--- config.mk ---
export PLATFORM = sky130hd
export DESIGN_NAME = rom_seq_reader
export DESIGN_NICKNAME = d
export VERILOG_FILES = /design/src/rtl/rom_seq_reader_pkg.sv /design/src/rtl/rom_seq_reader.sv
export SDC_FILE = /design/constraint.sdc
export NUM_CORES = 1
export LEC_CHECK = 0
export CAP_MARGIN = 10
export CELL_PAD_IN_SITES_DETAIL_PLACEMENT = 1
export CELL_PAD_IN_SITES_GLOBAL_PLACEMENT = 1
export CORE_MARGIN = 2
export CORE_UTILIZATION = 33
export DETAILED_ROUTE_END_ITERATION = 16
export PLACE_DENSITY = 0.78
export REMOVE_ABC_BUFFERS = 1
export SYNTH_ARGS = -nofsm -noshare
export SYNTH_HDL_FRONTEND = slang
export SYNTH_SLANG_ARGS = --single-unit
--- constraint.sdc ---
create_clock -name clk -period 1.8 [get_ports clk]
set_input_delay 0.18 -clock clk [delete_from_list [all_inputs] [get_ports clk]]
set_output_delay 0.18 -clock clk [all_outputs]
set_load 0.005 [all_outputs]
--- src/rtl/rom_seq_reader_pkg.sv ---
// Shared types and sizes for the ROM sequential reader.
// Sizes, FSM state encoding and a sweep-length helper.
package rom_seq_reader_pkg;

  localparam int ADDR_W = 4;
  localparam int DATA_W = 8;
  localparam int SUM_W  = DATA_W + ADDR_W;

  typedef enum logic [1:0] {
    IDLE  = 2'd0,
    FETCH = 2'd1,
    HOLD  = 2'd2,
    DONE  = 2'd3
  } state_t;

  // Bytes in an inclusive, wrapping range.
  function automatic logic [ADDR_W:0] sweep_len(
    input logic [ADDR_W-1:0] first,
    input logic [ADDR_W-1:0] last
  );
    logic [ADDR_W-1:0] d;
    d = last - first;
    return {1'b0, d} + (ADDR_W+1)'(1);
  endfunction

endpackage

--- src/rtl/rom_seq_reader.sv ---
// Sweeps an inclusive, wrapping ROM address range and streams bytes.
// Ports: clk/rst_n, start/abort, first_addr/last_addr, rom_addr/rom_rd_en/
// rom_data, out_data/out_valid/out_ready, sum, busy, done.
module rom_seq_reader #(
  parameter int ADDR_W = rom_seq_reader_pkg::ADDR_W,
  parameter int DATA_W = rom_seq_reader_pkg::DATA_W,
  parameter int SUM_W  = rom_seq_reader_pkg::SUM_W
) (
  input  logic              clk,
  input  logic              rst_n,
  input  logic              start,
  input  logic              abort,
  input  logic [ADDR_W-1:0] first_addr,
  input  logic [ADDR_W-1:0] last_addr,
  output logic [ADDR_W-1:0] rom_addr,
  output logic              rom_rd_en,
  input  logic [DATA_W-1:0] rom_data,
  output logic [DATA_W-1:0] out_data,
  output logic              out_valid,
  input  logic              out_ready,
  output logic [SUM_W-1:0]  sum,
  output logic              busy,
  output logic              done
);

  import rom_seq_reader_pkg::*;

  state_t            state;
  state_t            state_nx;
  logic [ADDR_W-1:0] addr_q;
  logic [ADDR_W-1:0] last_q;
  logic [DATA_W-1:0] data_q;
  logic [SUM_W-1:0]  sum_q;
  logic              hs;
  logic              at_last;

  assign hs      = (state == HOLD) && out_ready;
  assign at_last = (addr_q == last_q);

  always_comb begin
    state_nx  = state;
    rom_rd_en = 1'b0;
    out_valid = 1'b0;
    busy      = 1'b0;
    done      = 1'b0;
    unique case (state)
      IDLE: begin
        if (start) state_nx = FETCH;
      end
      FETCH: begin
        rom_rd_en = 1'b1;
        busy      = 1'b1;
        state_nx  = HOLD;
      end
      HOLD: begin
        out_valid = 1'b1;
        busy      = 1'b1;
        if (hs) state_nx = at_last ? DONE : FETCH;
      end
      DONE: begin
        done     = 1'b1;
        state_nx = IDLE;
      end
      default: state_nx = IDLE;
    endcase
    // Cancel overrides every other transition.
    if (abort) state_nx = IDLE;
  end

  always_ff @(posedge clk or negedge rst_n) begin
    if (!rst_n) begin
      state  <= IDLE;
      addr_q <= '0;
      last_q <= '0;
      data_q <= '0;
      sum_q  <= '0;
    end else begin
      state <= state_nx;
      if (!abort) begin
        unique case (state)
          IDLE: begin
            if (start) begin
              addr_q <= first_addr;
              last_q <= last_addr;
              sum_q  <= '0;
            end
          end
          FETCH: begin
            data_q <= rom_data;
            sum_q  <= sum_q + {{(SUM_W-DATA_W){1'b0}}, rom_data};
          end
          HOLD: begin
            if (hs && !at_last) addr_q <= addr_q + ADDR_W'(1);
          end
          default: ;
        endcase
      end
    end
  end

  assign rom_addr = addr_q;
  assign out_data = data_q;
  assign sum      = sum_q;

endmodule

Word-level counts from Yosys, hierarchy flattened
Index checks and enable logic that the tools add are counted.

Flip-flop bits (word level): 30. Output and inout bits: 28. Bits of input ports: 21.

Reduce and logical (&&, ||, !) cells: 12. $add $sub $neg: 2. Equality and inequality tests: 8. Bitwise operators: 1. Mux-type cells: 14.

Operator list (number): 12-bit case mux with 2 select lines (1); 12-bit by 8-bit adder with 12-bit output (1); 12-bit two-way mux (1); 2-bit two-way mux (4); 4-bit two-way mux (2); 2-bit case mux with 4 select lines (1); 4-bit case mux with 2 select lines (1); 3-bit inequality test (second input constant) (2); 3-bit AND reduction (2); 4-bit by 1-bit adder with 4-bit output (second input constant) (1); 2-bit == test (second input constant) (2); 4-bit == test (1); 1-bit two-way mux (4); 2-bit AND reduction (2); 4-bit AND reduction (1); 2-bit nonzero test (2); 2-bit by 1-bit == test with 1-bit output (second input constant) (1); 1-bit logical AND (2); 2-bit logical NOT (1); 2-bit by 1-bit inequality test with 1-bit output (second input constant) (1); 2-bit inequality test (second input constant) (1); 2-bit OR reduction (1); 1-bit logical NOT (1); 1-bit inverter (1).

Longest topological paths before layout
Gate-level depths: netlist (run 1).

Word-level depth: 5. Depth in mapped cells: 8.

Least setup slack after synthesis (run 1)
OpenSTA, ideal clock, no wires.

Kind: reg2reg. Start: reg state[0]. End: reg addr_q[2], in the netlist rom_addr[2]. Clock period less this slack: 1.935 ns. Buffers on the path: 1. Arrival: 1.809 ns. Required time: 1.674 ns. Setup time: 0.126 ns. Setup slack: -0.135 ns. Cell stages (with the launch flop): 7. Cells stage by stage: dfrtp_1 -> inv_1 -> ha_1 -> buf_4 -> a221o_1 -> a41o_4 -> a221o_1.

Longest elaborated chain between the ends: 5. Elaborated cells between the ends (all ways): 9.

Ends and longest elaborated chain: start: declaration (line rom_seq_reader.sv:28) `state_t state;`; start signal: assignment (line rom_seq_reader.sv:78) `state <= state_nx;`; 2-bit == test (line rom_seq_reader.sv:37, rom_seq_reader.sv:80); 1-bit logical AND (line rom_seq_reader.sv:37) `assign hs = (state == HOLD) && out_ready;`; 1-bit logical AND (line rom_seq_reader.sv:93) `if (hs && !at_last) addr_q <= addr_q + ADDR_W'(1);`; 2-bit by 1-bit inequality test with 1-bit output (no source line); 4-bit AND reduction (no source line); end signal: assignment (line rom_seq_reader.sv:83) `addr_q <= first_addr;`; end signal: assignment (line rom_seq_reader.sv:93); end: declaration (line rom_seq_reader.sv:30) `logic [ADDR_W-1:0] addr_q;`.

Several ways; a longest one is shown, not always the timed one. A chain may end at the register's enable or synchronous reset.

Final worst setup path (run 1)
Start: reg sum_q[0], in the netlist sum[0]. End: reg sum_q[8], in the netlist sum[8].

Longest elaborated chain between the ends: 2.

Ends and longest elaborated chain: start: declaration (line rom_seq_reader.sv:33) `logic [SUM_W-1:0] sum_q;`; start signal: assignment (line rom_seq_reader.sv:90) `sum_q <= sum_q + {{(SUM_W-DATA_W){1'b0}}, rom_data};`; 12-bit by 8-bit adder with 12-bit output (line rom_seq_reader.sv:90); 12-bit case mux with 2 select lines (line rom_seq_reader.sv:80) `unique case (state)`.

Every way passes these cells.

==> results.md, run 1 <==
- Outcome: finished with violations
- Violated checks: negative setup slack
- Mapped Area: 0.00178 mm^2
- Post-CTS Hold Buffers: 0
- Port bufs: 48
- Cell Chain, Critical Path: ha_4, fa_2, a21oi_4, o21ai_2, a21o_1, a222oi_1, nand2_1
- Slew headroom: 73.2%
- Vias: 1,774
- Reg2reg setup slack: -0.1 ns
- Total leakage power: around 1.3 nW
- Setup ws final: -0.0995 ns
- Arrival time at the worst endpoint: 2.06 ns
- CP endpoint kind: flop
- Die area: 0.00599 mm^2
- Setup Crit Path Kind: flop to flop
- Final hold violations: 0
- Clock Tree Buf Depth: 2
- Distinct cell type count after synthesis: 45
- GRT overflow: 0
- Core Area: 0.00514 mm^2
- Finished Core Util: 60.3%
- Register area: 751 um^2
- Slew @ Worst Pin: 0.402 ns
- CTS tree: done
- Vias in the first global route: 2,055
- Fill cells: ~580
- Hold/Removal Path Class: input pin to async pin
- First-pass GRT wire length: 10,200 um
- Mapped Avg Cell Area: 10.5 um^2
- Routed WL: between 6000 and 7000 um
- Post-synthesis sequential area ratio: a little over two fifths
- CP max stage cell: dfrtp_1
- GPL Wtd Cong: 0.881
- Final setup fails: 5
- Design Power: about 5.2 mW
- Slew Limit Fails: 0
- All-layer global routing usage: 22.1%
- Ys Warns: 0
- CP Launch Type: flop
- Final ANT Viol Nets: 0
- DRT iter0 DRCs: 94
- Synth Instances: 170
- Chip Height: 77.4 um
- Clock Sinks: 30
- H-tree depth: 2
- Crit path time final: 1.90 ns
- Post-synth EDFFs: 0
- Setup TNS after final layout: -0.185 ns
- Worst skew pair latency: 0.29 ns
- Fmax: 526 MHz
- Crit path required time: between 1.5 and 2 ns
- Area of the multi-input gates: approximately 0.0012 mm^2
- WL/cell: roughly 19 um
- Tcrit/Tclk final: 106%
- Clock Tree Root: clkbuf_8
- Clock-pin slew on the worst setup and hold paths: ~0.07 ns
- Antenna Cells: 0
- R2r endpoint: sum[8]
- Initial Util: 34.6%
- HPWL Detailed: 4110 um
- Worst reg2reg path startpoint: sum[0]
- #FFs+latches synth: 30
- Most frequent cells in the layout: buf_4, clkdlybuf4s50_1, dfrtp_1
- Clock skew: 0.0105 ns
- Peak supply drop: approximately 800 uV
- I/O pins: 49
- Die width: 77.4 um
- Max FO, Critical Path: 2
- Most used DFF post-synth: dfrtp_1
- Drt via density: 5.16
- R2R cell count: 7
- Antenna violations before repair: 0
- RSZ-0062 raised after global routing: yes
- DRC Markers: 0
- Most common cell after layout, fill and taps aside: buf_4
- Num CTS Buffers: 5
- Fin nets: 308
- Area added between synthesis and finish: 74.1%
- CP max stage delay: between 0.4 and 0.5 ns
- Largest net degree at the start of global routing: 31
- Row cnt: 26
- Pre-Repair DR Iteration Count: 4
- Asr flop ratio synth: 100%
- Number of max-cap violations: 0
- Cell Pwr Density: 1680 mW/mm^2
- Layout cells sized above 1: 40.5%
==> timing repair <==
action | in CTS | in global routing
buffers inserted | 6 | 5
pin swaps | 12 | 15
setup endpoints to repair | 14 | 15
resized for setup | 32 | 22
==> state kept, by name, indices dropped and copies added, names as in the netlist <==
name,flops
sum,12
rom_addr,4
out_data,8
last_q,4
state,2
==> worst max path at each step <==
stage,from,end,slack [ns],depth (start not counted)
4_1_cts,sum[0],sum[8],-0.06,7
3_5_place_dp,rom_data[0],sum[6],-0.61,8
3_3_place_gp,rom_data[0],sum[6],-0.48,8
2_1_floorplan,state[0],sum[8],-0.25,7
5_1_grt,sum[0],sum[8],-0.16,7
6_report,sum[0],sum[8],-0.1,7
==> cell type report <==
type | instances | area share, %
Clock buffer | 6 | 2.67
Clock inverter | 2 | 0.404
Inverter | 7 | 0.848
Multi-Input combinational cell | 128 | 40.0
Sequential cell | 30 | 24.2
Tap cell | 70 | 2.83
Timing Repair Buffer | 101 | 29.0
==> where the power goes <==
group          internal, mW  leakage [nW]  switching (mW)
Sequential            0.985         0.366           0.299
Combinational          1.91         0.934            1.44
Clock                 0.307        0.0472           0.274
Total                  3.20          1.35            2.01
==> through the flow <==
stage          std cells  hold WS [ns]  cell area [um^2]  setup slack, ns
3_5_place_dp         325         0.499              2640           -0.608
3_3_place_gp         325         0.488              2640           -0.477
6_report             344         0.281              3100          -0.0995
4_1_cts              339         0.293              2950          -0.0595
2_1_floorplan        165        -0.116              1750           -0.247
5_1_grt              344         0.324              3100           -0.162
==> cell usage after synthesis (2+ instances only) <==
cell type	count	area share, %
a211oi_1	2	0.84
a21o_1	3	1.3
a21oi_1	7	2.0
a221o_1	2	1.1
a22o_1	2	0.98
a22oi_1	2	0.84
a31oi_1	2	0.70
buf_2	2	0.56
clkbuf_1	2	0.42
dfrtp_1	30	42
ha_1	13	9.1
inv_1	7	1.5
mux2_2	12	7.6
mux2i_1	3	1.7
nand2_1	16	3.4
nand3_1	6	1.7
nand4_1	3	1.1
nor2_1	6	1.3
nor2_2	2	0.70
nor3_1	3	0.84
o2111ai_1	2	0.98
o21ai_0	2	0.56
o21ai_1	7	2.0
o21bai_1	2	0.84
o31ai_1	3	1.3
xnor2_1	6	3.0
xor2_1	5	2.5
==> critical path: cells and delay by family, from the launching register on <==
family / cells / cell delay (ns)
AO/OA/AOI/OAI: 4 / 0.70
AND/OR/NAND/NOR: 1 / 0.10
flip-flops: 1 / 0.41
adder cells (fa/ha/maj): 2 / 0.56
==> per-layer routing <==
metal / wire [um] / track usage [%] / up-vias
met2: 3530 / 39.3 / 52
met3: 257 / 4.42 / 15
li1: - / - / 825
met4: 177 / 9.64 / 0
met1: 2540 / 25.6 / 882
met5: 0 / 0 / -
==> logic make-up after synthesis <==
logic type	Yosys count	share of synthesized area, %
buffers and inverters	12	2.88
DFF	30	42.2
xor gates and xnor gates	11	5.41
muxes	15	9.28
and+or+nand+nor	45	12.5
adders and majority gates	14	10.3
AOI/OAI and AO/OA	43	17.4
Note: power is estimated with default switching activity, not from simulation.
==> inputs of run 2 (changes only) <==
GPL_ROUTABILITY_DRIVEN = 0   (was not set)
==> results of run 2 <==
The final DEF is identical to that of run 1; final timing and power are the same.
==> inputs of run 3 (changes only) <==
--- a/config.mk
+++ b/config.mk
@@ -10,3 +10,3 @@
 export CELL_PAD_IN_SITES_GLOBAL_PLACEMENT = 1
-export CORE_MARGIN = 2
+export CORE_MARGIN = 4
 export CORE_UTILIZATION = 33
--- a/constraint.sdc
+++ b/constraint.sdc
@@ -3,2 +3,2 @@
 set_output_delay 0.18 -clock clk [all_outputs]
-set_load 0.005 [all_outputs]
+set_load 0.02 [all_outputs]
==> run 3 against run 2 <==
Net effect:
- the flow still finishes with violations (negative setup slack)
- sequential share of layout area increased by 1.7 points
- utilization decreased by 4.2 points
- maximum frequency decreased by 0.38%
- clock-buffer cell count increased by 1
- via count decreased by 4.0%
- critical path depth unchanged
- die area increased by 11%
- hold slack improved by 0.012 ns
- first-iteration DRC count decreased by 31%
- largest power group unchanged
- wire length decreased by 12%
- combinational power decreased by 4%
==> results.md, run 3 (synthesis gave the netlist of run 1 again) <==
- Initial Util: 34.4% (was 34.6%)
- Final setup fails: 4 (was 5)
- Final ANT Viol Nets: 0 (unchanged)
- Num CTS Buffers: 5 (unchanged)
- CP Launch Type: flop (unchanged)
- Slew @ Worst Pin: 0.404 ns (was 0.402 ns)
- Clock Sinks: 30 (unchanged)
- Die area: 0.00663 mm^2 (was 0.00599 mm^2)
- Clock skew: 0.00949 ns (was 0.0105 ns)
- Post-CTS Hold Buffers: 0 (unchanged)
- Setup Crit Path Kind: flop to flop (unchanged)
- DRT iter0 DRCs: 65 (was 94)
- Hold/Removal Path Class: input pin to async pin (unchanged)
- Design area: 0.00290 mm^2 (was 0.00310 mm^2)
- Crit path required time: 1.96 ns (about the same)
- Cell Pwr Density: 1750 mW/mm^2 (was 1680 mW/mm^2)
- HPWL Detailed: 4220 um (was 4110 um)
- Most frequent cells in the layout: clkdlybuf4s50_1, buf_4, dfrtp_1 (was buf_4, clkdlybuf4s50_1, dfrtp_1)
- Peak supply drop: 656 uV (was 797 uV)
- Register area: 752 um^2 (was 751 um^2)
- Port bufs: 48 (unchanged)
- Largest net degree at the start of global routing: 31 (unchanged)
- Setup ws final: -0.107 ns (was -0.0995 ns)
- Slew headroom: 73.1% (was 73.2%)
- Row cnt: 26 (unchanged)
- Tcrit/Tclk final: 106% (about the same)
- Fill cells: 550 (was 578)
- Number of max-cap violations: 0 (unchanged)
- Slew Limit Fails: 0 (unchanged)
- Core Area: 0.00517 mm^2 (was 0.00514 mm^2)
- Die width: 81.4 um (was 77.4 um)
- Vias in the first global route: 1,937 (was 2,055)
- Area added between synthesis and finish: 63.1% (was 74.1%)
- Crit path time final: 1.91 ns (was 1.90 ns)
- First-pass GRT wire length: 9520 um (was 10,200 um)
- WL/cell: 17.1 um (was 18.9 um)
- Clock Tree Buf Depth: 2 (unchanged)
- Fin nets: 299 (was 308)
- Antenna Cells: 0 (unchanged)
- CP endpoint kind: flop (unchanged)
- Max FO, Critical Path: 2 (unchanged)
- Vias: 1,703 (was 1,774)
- DP Area: 0.00261 mm^2 (was 0.00264 mm^2)
- Antenna violations before repair: 0 (unchanged)
- Max reg flops: 12 (unchanged)
- Pre-Repair DR Iteration Count: 4 (unchanged)
- H-tree depth: 2 (unchanged)
- DRC Markers: 0 (unchanged)
- RSZ-0062 raised after global routing: yes (unchanged)
- Setup crit start: sum[0] (unchanged)
- Worst skew pair latency: 0.28 ns (was 0.29 ns)
- Outcome: finished with violations (unchanged)
- Clock-pin slew on the worst setup and hold paths: 0.07 ns (about the same)
- CTS tree: done (unchanged)
- Layout cells sized above 1: 34.3% (was 40.5%)
- Clock Tree Root: clkbuf_8 (unchanged)
- Final hold violations: 0 (unchanged)
- Area of the multi-input gates: 0.00113 mm^2 (was 0.00124 mm^2)
- Worst reg2reg path startpoint: sum[0] (unchanged)
- Fmax: 524 MHz (was 526 MHz)
- Chip Height: 81.4 um (was 77.4 um)
- Design Power: 5.08 mW (was 5.21 mW)
- Arrival time at the worst endpoint: 2.07 ns (was 2.06 ns)
- Violated checks: negative setup slack (unchanged)
- Drt via density: 5.08 (was 5.16)
- GRT overflow: 0 (unchanged)
- Total leakage power: 1.28 nW (was 1.35 nW)
- I/O pins: 49 (unchanged)
- All-layer global routing usage: 18.5% (was 22.1%)
- Routed WL: 5740 um (was 6510 um)
==> run 3: cell types whose count changed in the layout (fill, tap and decap cells not counted), moves of 2 or more <==
| cell | change |
|---|---|
| nor2_2 | +2 |
| ha_1 | +3 |
| nand3_2 | -2 |
| buf_6 | -2 |
| dlygate4sd2_1 | +2 |
| ha_4 | -4 |
| nor2_4 | -2 |
| nand3_1 | +2 |
| buf_4 | -6 |
==> run 3: metrics by stage <==
step	hold slack (ns)	setup WS [ns]	setup TNS, ns	std cells	util, %
after floorplan	-0.116	-0.351	-1.70	165	-
after global placement	0.488	-0.465	-2.44	321	50.4
after detailed placement	0.496	-0.599	-3.15	321	50.4
after CTS	0.301	-0.115	-0.195	333	54.2
after global routing	0.334	-0.252	-0.754	335	56.1
final	0.293	-0.107	-0.250	335	56.1
==> run 3: report_power, final <==
part / switching [mW] / total [mW] / leakage, nW / internal, mW
Combinational: 1.55 / 3.21 / 0.865 / 1.66
Sequential: 0.315 / 1.30 / 0.364 / 0.987
Clock: 0.261 / 0.569 / 0.0482 / 0.308
==> run 3: cell type report <==
class	count	share of cell area, %
clock buffers	7	2.98
clock inverters	1	0.172
inverters	7	0.906
multi-input cells	128	39.0
flip-flops and latches	30	25.9
well taps	70	3.02
repair buffers	92	28.0
==> run 3: critical path: stages (launching register included) <==
cell	delay, ns
dfrtp_1	0.41
ha_4	0.18
fa_2	0.42
a21oi_4	0.16
o21ai_2	0.10
a21o_1	0.20
a222oi_1	0.21
nand2_1	0.10
==> run 3: metal layers <==
metal / GRT usage, % / part of all wire (%) / vias to the layer above
li1: - / - / 810
met1: 23.5 / 44 / 846
met2: 32.7 / 52 / 39
met3: 3.40 / 3.1 / 8
met4: 4.05 / 1.4 / 0
met5: 0 / 0 / -
==> run 3: repair_timing <==
| action | CTS | global route |
|---|---|---|
| gates resized for setup | 19 | 16 |
| setup endpoints to repair | 15 | 11 |
| buffers inserted | 4 | 2 |
| pin swaps | 7 | 12 |
==> run 3: path summary, 6_finish.rpt <==
path / endpoint / slack [ns] / cells after the start
setup / recovery: sum[8] / -0.11 / 7
hold / removal: out_data[5] / 0.29 / 2
setup reg to reg: sum[8] / -0.11 / 7
hold reg to reg: out_data[6] / 0.51 / 1
max in group asynchronous: sum[1] / 1.20 / 2
min in group clk: out_data[1] / 0.31 / 2
